### config.mk
export PLATFORM = sky130hd
export DESIGN_NAME = frame_err_counter
export DESIGN_NICKNAME = d
export VERILOG_FILES = /design/src/rtl/serial_frame_checker_err_counter.sv
export SDC_FILE = /design/constraint.sdc
export NUM_CORES = 1
export LEC_CHECK = 0
export ABC_AREA = 1
export CAP_MARGIN = 20
export CORE_MARGIN = 2
export CORE_UTILIZATION = 54
export DETAILED_ROUTE_END_ITERATION = 8
export PLACE_DENSITY_LB_ADDON = 0.3
export SYNTH_ARGS = -nofsm -noshare
export SYNTH_HDL_FRONTEND = slang
export SYNTH_SLANG_ARGS = --single-unit
export TNS_END_PERCENT = 1
### constraint.sdc
create_clock -name clk -period 3.77 [get_ports clk]
set_input_delay 0.377 -clock clk [delete_from_list [all_inputs] [get_ports clk]]
set_output_delay 0.377 -clock clk [all_outputs]
set_load 0.1 [all_outputs]
### src/rtl/serial_frame_checker_err_counter.sv
// frame_err_counter: ERR_W-bit saturating up-counter.
//   clk, rst_n  clock, asynchronous active-low reset
//   inc_i       count one error this cycle
//   clr_i       synchronous clear; wins over inc_i
//   cnt_o       current count, sticks at all-ones
module frame_err_counter #(
  parameter int unsigned ERR_W = 16
) (
  input  logic             clk,
  input  logic             rst_n,
  input  logic             inc_i,
  input  logic             clr_i,
  output logic [ERR_W-1:0] cnt_o
);

  logic [ERR_W-1:0] cnt_q, cnt_d;

  always_comb begin
    cnt_d = cnt_q;
    if (clr_i) begin
      cnt_d = '0;
    end else if (inc_i && (cnt_q != '1)) begin
      cnt_d = cnt_q + 1'b1;
    end
  end

  always_ff @(posedge clk or negedge rst_n) begin
    if (!rst_n) begin
      cnt_q <= '0;
    end else begin
      cnt_q <= cnt_d;
    end
  end

  assign cnt_o = cnt_q;

endmodule

==> results by stage, run 1 <==
Critical path:
- The setup check on the worst reg-to-reg path leaves a slack of 1.78 ns.
- The type of origin of the critical path is a flip-flop.
- The worst register-to-register path ends at cnt_o[8]$_DFFE_PN0P_.
- The logic depth of the worst setup path including buffers is 1.
- The worst endpoint data arrival time is 1.92 ns.
- The cell with the biggest individual delay on the critical path is sky130_fd_sc_hd__clkdlybuf4s50_1.
- The startpoint identified for the worst register-to-register timing path is cnt_o[1]$_DFFE_PN0P_.
- The critical path goes through clkdlybuf4s50_1.
- The delay of the slowest cell on the worst path is 1.17 ns.
- The number of cells traversed by the worst register-to-register path is 8.
- The kind of capture point of the worst setup path is an output pin.
- The family with the most delay on the worst path is buffers and inverters.
- Data on the critical path is required at its endpoint by 3.39 ns.
- The classification of the worst setup path is flip-flop to output pin.
- Counting both buffers and inverters, the worst setup path holds a total of 1.
- Of all nets on the critical path, the largest fanout is 6.

Status:
- The flow ran to the end, and the final reports show no timing, DRC or antenna violations.

Cells and area:
- The area taken by flip-flops and latches is 400 sq um.
- In the final layout, the multi-input gates occupy 557 sq um.
- Cells with a size suffix above 1 make up 7.98% of the layout.
- The area growth from synthesis to layout is 20.7%.
- The final layout net count is 170.
- The layout has 157 filler cells.
- The flip-flop count of the largest register, all copies and words added is 16.
- The repair_antennas step left the layout with diodes totalling 0.
- After routing the design area is 1250 sq um.

Timing:
- Setup repair after global routing left no endpoint under its margin.
- Of the available clock period, the critical path in the final layout requires 60.9%.
- The slew at the pin closest to its max-slew limit is 0.981 ns.
- The max-slew violation count is 0.
- Timing would allow up to 435 MHz.
- The total negative slack for setup checks is 0 ns.
- The number of setup violations in the final report is 0.
- Measured against its own limit, the worst slew margin works out to 34.4%.
- The final number of hold-violating endpoints was 0.
- The minimum period implied by the final worst setup slack is 2.30 ns.
- The clock arrives with 0.00377 ns of skew.

Die:
- The width of the die is 47.8 um.
- In this run the vertical extent of the chip is 47.8 um.
- 20 I/O pins were placed.
- The die area is 2290 sq um.
- The floorplan step defined a core boundary enclosing 1760 sq um.
- The floorplan has 15 rows.
- The starting density of the core is 58.8%.

Hold path:
- In this run the worst hold path is classified as input pin to asynchronous set/reset pin.

Clock network:
- The clock tree root driver cell is sky130_fd_sc_hd__clkbuf_4.
- The latest clock arrival within the worst-skew pair is 0.29 ns.
- After clock tree synthesis, the clock-pin slew on the worst setup and hold paths is 0.09 ns.
- The post-CTS setup repair buffer count is 0.
- The tree built by TritonCTS fans out to 16 sinks.
- In this run, CTS created clock tree buffers numbering 3.
- Gates resized during post-CTS repair numbered 0.
- The CTS tree is yes.
- The H-tree depth reported by CTS is 1.
- After clock tree synthesis, the flow added hold-fix buffers numbering 0.
- The clock passes through at most 2 buffers.

Detailed routing:
- The final route contains 1010 vias.
- The average wire per cell in the routed design is 12.6 um.
- For this run, design rule violations remaining after detail routing come to 0.
- In the routed layout, each cell is associated on average with a via count of 5.37.
- The detailed-routed wire length on met2 is 1110 um.
- The detail route stage leaves a number of antenna-violating nets equal to 0.
- The met3 wire length is 106 um.
- The number of search-and-repair iterations in the first detailed-routing pass is 4.
- The highest signal layer in the routed design is met4.
- The starting DRC count in detailed routing is 23.
- Summed over all layers, the routed wires come to 2370 um.
- The wire length the detailed router placed on met1 is 1110 um.

Logic synthesis:
- After synthesis, the most frequently instantiated cells are 55 x sky130_fd_sc_hd__nand2_1, 16 x sky130_fd_sc_hd__dfrtp_1, 14 x sky130_fd_sc_hd__nor2_1, 12 x sky130_fd_sc_hd__nand3_1, 11 x sky130_fd_sc_hd__inv_1.
- The number of flops mapped to enable cells by yosys is 0.
- The leading register cell type out of synthesis is sky130_fd_sc_hd__dfrtp_1.
- Counting every net in the synthesized netlist gives 149.
- The synthesized instance count is 144.
- In this run, distinct cell masters in the synthesized netlist total 23.
- The mapped netlist covers 1040 sq um.
- The synthesized design contains 16 register bits.
- The share of the Yosys chip area taken by registers is 38.6%.
- The average size of a mapped cell is 7.20 sq um.
- Sorting the synthesized cells by area gives the leading types as sky130_fd_sc_hd__dfrtp_1 39%, sky130_fd_sc_hd__nand2_1 20%, sky130_fd_sc_hd__nand3_1 5.8%, sky130_fd_sc_hd__nand4_1 5.4%, sky130_fd_sc_hd__nor2_1 5.1%.
- The most common cell in the synthesized netlist is sky130_fd_sc_hd__nand2_1.
- The largest total area in the synthesized netlist belongs to sky130_fd_sc_hd__dfrtp_1.
- The share of synthesized registers carrying an async set or reset is 100%.
- The number of warnings printed during yosys synthesis is 0.
- The portion of synthesized cell area occupied by the leading cell type is 38.6%.

Pwr:
- The power per cell area is 245 nW/um^2.
- Across the VDD grid, the largest voltage drop is 0.198 mV.
- For this design the static power due to leakage is 0.585 nW.

Global route:
- The initial antenna violation count is 0.
- For this run, the total global-route usage over all layers was measured as 23.3%.
- The first global-routing pass estimated 3750 um of wire.
- The via count of the first global-routing pass is 864.
- The total overflow left after global routing is 0.
- Entering global routing, the biggest net connects 17 pins.

Flow run:
- Max-cap violations in this run came to 0.

Place:
- The instance area at placement is 1230 sq um.
- The post-DP HPWL is 1680 um.
- The placer congestion estimate is 0.879.
- Buffers placed on the I/O ports in this run total 19.
==> worst max-delay path by stage <==
stage	from	endpoint	slack (ns)
final	cnt_o[6]$_DFFE_PN0P_	cnt_o[6]	1.47
after global routing	cnt_o[6]$_DFFE_PN0P_	cnt_o[6]	1.41
after CTS	cnt_o[13]$_DFFE_PN0P_	cnt_o[13]	1.47
after detailed placement	inc_i	cnt_o[8]$_DFFE_PN0P_	1.79
after global placement	inc_i	cnt_o[9]$_DFFE_PN0P_	1.80
after floorplan	cnt_o[1]$_DFFE_PN0P_	cnt_o[7]$_DFFE_PN0P_	1.52
==> cells in the final DEF, fill, tap and decap left out <==
cell and instances:
sky130_fd_sc_hd__inv_1 11, sky130_fd_sc_hd__nand2_4 2, sky130_fd_sc_hd__clkdlybuf4s50_1 19, sky130_fd_sc_hd__inv_2 1, sky130_fd_sc_hd__nor3_1 1, sky130_fd_sc_hd__inv_4 1, sky130_fd_sc_hd__nand4_1 9, sky130_fd_sc_hd__nand2_1 55
sky130_fd_sc_hd__nand2_2 2, sky130_fd_sc_hd__clkbuf_4 3, sky130_fd_sc_hd__xnor2_1 2, sky130_fd_sc_hd__or2_2 1, sky130_fd_sc_hd__o21bai_1 2, sky130_fd_sc_hd__o21ai_0 4, sky130_fd_sc_hd__nor2_1 14, sky130_fd_sc_hd__nand3_1 12
sky130_fd_sc_hd__xor2_1 3, sky130_fd_sc_hd__o21ai_4 1, sky130_fd_sc_hd__ha_1 1, sky130_fd_sc_hd__dfrtp_1 16, sky130_fd_sc_hd__a21oi_1 1, sky130_fd_sc_hd__nor2_4 2
==> per-stage QoR <==
| stage | hold WS [ns] | instances | utilization (%) | worst slack (ns) | total power, mW |
|---|---|---|---|---|---|
| finish | 0.521 | 188 | 71.0 | 1.47 | 0.307 |
| global route | 0.578 | 188 | 71.0 | 1.41 | 0.317 |
| detailed placement | 0.534 | 185 | 69.7 | 1.79 | 0.218 |
| floorplan | 0.0814 | 144 | - | 1.52 | 0.207 |
| global placement | 0.524 | 185 | 69.7 | 1.80 | 0.218 |
| CTS | 0.538 | 188 | 71.0 | 1.47 | 0.308 |
==> cells by family (layout without fill, tap and decap cells) <==
family	count (synthesis)	count (layout)	share of synthesized area (%)
AO/OA/AOI/OAI	8	8	5.43
XOR/XNOR	5	5	4.22
adder cells (fa/ha/maj)	1	1	1.21
buffers and inverters	16	35	7.72
flip-flops	16	16	38.6
AND/OR/NAND/NOR	98	98	42.8
==> layer usage <==
layer / up-vias / global-route usage [%]
met1: 471 / 31.7
li1: 497 / -
met2: 37 / 37.6
met4: 0 / 9.73
met3: 5 / 2.26
met5: - / 0
==> cell type report <==
cell class              count  area share [%]
inverters                  13            4.10
well taps                  25            2.50
flip-flops and latches     16            32.0
clock buffers               3            1.80
repair buffers             19            15.2
multi-input cells         112            44.5
==> report_power, final <==
group	total (mW)	internal, mW	switching [mW]
clock	0.0917	0.0372	0.0545
sequential	0.176	0.173	0.00239
combinational	0.0397	0.00959	0.0301
total	0.307	0.220	0.0870
(Power assumes the default switching activity.)
==> run 2: changes to the inputs <==
--- a/config.mk
+++ b/config.mk
@@ -8,7 +8,7 @@
 export ABC_AREA = 1
 export CAP_MARGIN = 20
 export CORE_MARGIN = 2
-export CORE_UTILIZATION = 54
+export CORE_UTILIZATION = 50
 export DETAILED_ROUTE_END_ITERATION = 8
 export PLACE_DENSITY_LB_ADDON = 0.3
 export SYNTH_ARGS = -nofsm -noshare
==> constraint.sdc (replaced) <==
create_clock -name clk -period 2.3 [get_ports clk]
set_input_delay 0.23 -clock clk [delete_from_list [all_inputs] [get_ports clk]]
set_output_delay 0.23 -clock clk [all_outputs]
set_load 0.1 [all_outputs]
==> results by stage, run 2 (synthesis gave the netlist of run 1 again) <==
Timing:
- Timing would allow up to 504 MHz.
- The final number of hold-violating endpoints is 0.
- The worst setup skew after layout is 0.00475 ns.
- After layout, the minimum clock period comes to 1.99 ns.
- The max-slew violation count came to 0.
- Dividing the final minimum period by the clock period gives 86.3%.
- The slew at the pin closest to its max-slew limit is 0.877 ns.
- After routing, the total negative slack on setup checks comes to 0 ns.
- The worst hold margin is 0.367 ns.
- The number of setup violations in the final report is 0.
- Setup repair after global routing left no endpoint under its margin.
- Once routing completed, OpenROAD measured the worst setup slack at 0.315 ns.
- Measured against its own limit, the worst slew margin works out to 41.3%.

Detailed routing:
- The starting DRC count in detailed routing is 28.
- In the routed layout, each cell is associated on average with a via count of 5.20.
- The post-route antenna net violation count is 0.
- The first TritonRoute pass finished after 4 iterations.
- The routed layout has 988 vias.
- In the final routed layout, each cell accounts on average for 12.1 um.
- The aggregate routed wire length is 2310 um.
- In the routed design, unresolved DRC markers number 0.

Global route:
- The initial antenna violation count is 0.
- Entering global routing, the biggest net connects 17 pins.
- The via count of the first global-routing pass is 875.
- The first global-routing pass estimated 3880 um of wire.
- The total congestion overflow is 0.
- The total global routing track utilization is 20.7%.

Critical path:
- The largest driver fanout on the critical path is 13.
- The worst flop-to-flop path startpoint is cnt_o[0]$_DFFE_PN0P_.
- The signal on the critical path passes through ha_1 -> nand2_2 -> nor2_4 -> nand2_4 -> nor2_1 -> nor2_1 -> nand4_1 -> nand2_1.
- The worst setup path is captured at a flip-flop.
- The type of origin of the critical path is a flip-flop.
- The start point of the critical path is cnt_o[0]$_DFFE_PN0P_.
- The delay of the slowest cell on the worst path is 0.66 ns.
- The number of buffers and inverters on the critical path is 0.
- The worst setup path is of the flip-flop to flip-flop kind.
- Data on the critical path is required at its endpoint by 2.52 ns.
- The family with the most delay on the worst path is simple AND/OR/NAND/NOR gates.
- STA puts the critical path data arrival time at 2.21 ns.
- In this design, the critical path's most frequently occurring cell is sky130_fd_sc_hd__nor2_1.
- Among all stages on the critical path, the largest delay is contributed by sky130_fd_sc_hd__nor2_1.

Cells and area:
- Across the whole layout, storage elements account for 400 sq um.
- The utilization after layout is 61.9%.
- The post-route cell area is 1210 sq um.
- The register with the most flip-flops in the layout has 16 of them.
- The post-route netlist has 17.8% of its cells at a drive strength greater than 1.
- Compared with the post-synthesis result, the final layout area differs by 17.1%.
- The antenna diode count is 0.
- Leaving out fill and tap cells, the most frequent cells in the layout are 55 x sky130_fd_sc_hd__nand2_1, 16 x sky130_fd_sc_hd__dfrtp_1, 16 x sky130_fd_sc_hd__buf_4.
- At the end of the flow, the number of nets in the layout was 170.
- Leaving out fill and tap cells, the most frequent cell in the layout is sky130_fd_sc_hd__nand2_1.
- The area of the multi-input gates is 557 sq um.
- The final instance count without filler cells is 190.
- Fill cells in the final layout number 174.

Place:
- The instance area at placement is 1190 sq um.
- After legalization and detailed placement, the total HPWL measured 1630 um.
- The placer congestion estimate is 0.881.
- After detailed placement, the design holds a cell count of 187.
- The quantity of I/O buffers inserted on ports is 19.
- At the placement stage, the worst setup path has a slack of 0.354 ns.

Clock network:
- Clock-pin slew was measured on the worst setup and hold paths at 0.09 ns.
- The clock passes through at most 2 buffers.
- Once the clock tree was built, the setup fixing pass inserted 0 buffers.
- TritonCTS built the clock tree.
- Counting the buffers created by CTS gives 3.
- The tree is rooted in a sky130_fd_sc_hd__clkbuf_4.
- For the worst-skew pair, the clock arrives at the later sink with an insertion delay of 0.28 ns.
- Counting every sink on the clock net gives 16.
- After clock tree synthesis, the flow added hold-fix buffers numbering 0.
- The H-tree depth reported by CTS is 1.
- In this run, post-CTS repair resized a total of 0 instances.

Die:
- The number of placed I/O pins is 20.
- The width of the die is 49.5 um.
- The die is 49.5 um tall.
- The die area is 2450 sq um.
- The number of rows in the core area is 16.
- The starting density of the core is 52.9%.
- The core box area is 1960 sq um.

Pwr:
- The worst-case IR drop observed on VDD is 0.297 mV.
- Power spread over the standard cell area amounts to 411 nW/um^2.
- The power consumption is 500 uW.
- The analysis attributes to cell leakage a power of 0.617 nW.

Flow run:
- Across the run, the number of max-cap violations was 0.

Status:
- The run finished with clean final reports.

Hold path:
- The worst hold path belongs to the class input pin to asynchronous set/reset pin.
[run 2: cell type report]
| class | instances | share of cell area [%] |
|---|---|---|
| sequential | 16 | 33.0 |
| clock buffer | 3 | 1.85 |
| inverter | 13 | 4.22 |
| multi-input combinational | 112 | 45.8 |
| tap | 27 | 2.78 |
| timing repair buffer | 19 | 12.4 |
[run 2: worst paths after layout]
path / end / slack [ns] / depth (start not counted)
hold reg to reg: cnt_o[15]$_DFFE_PN0P_ / 0.56 / 2
max in group asynchronous: cnt_o[13]$_DFFE_PN0P_ / 1.47 / 1
setup / recovery: cnt_o[10]$_DFFE_PN0P_ / 0.31 / 8
min in group clk: cnt_o[15]$_DFFE_PN0P_ / 0.56 / 2
hold / removal: cnt_o[4]$_DFFE_PN0P_ / 0.37 / 1
setup reg to reg: cnt_o[10]$_DFFE_PN0P_ / 0.31 / 8
[run 2: per-layer routing]
layer / wire length, um / share of wire [%] / track usage (%) / vias to the layer above
li1: - / - / - / 497
met1: 1070 / 46 / 27.4 / 451
met2: 1070 / 47 / 33.1 / 36
met3: 128 / 5.6 / 3.03 / 4
met4: 34 / 1.5 / 9.72 / 0
met5: 0 / 0 / 0 / -
[run 2: report_power, final]
part	total, mW	internal (mW)	switching [mW]	leakage, nW
registers	0.288	0.284	0.00356	0.222
logic	0.0642	0.0145	0.0497	0.381
clock network	0.148	0.0608	0.0871	0.0138
==> run 3: changes to the inputs <==
--- a/config.mk
+++ b/config.mk
@@ -14,4 +14,3 @@
 export SYNTH_ARGS = -nofsm -noshare
 export SYNTH_HDL_FRONTEND = slang
 export SYNTH_SLANG_ARGS = --single-unit
-export TNS_END_PERCENT = 1
==> results of run 3 <==
Final layout, timing and power as in run 2 (identical DEF).
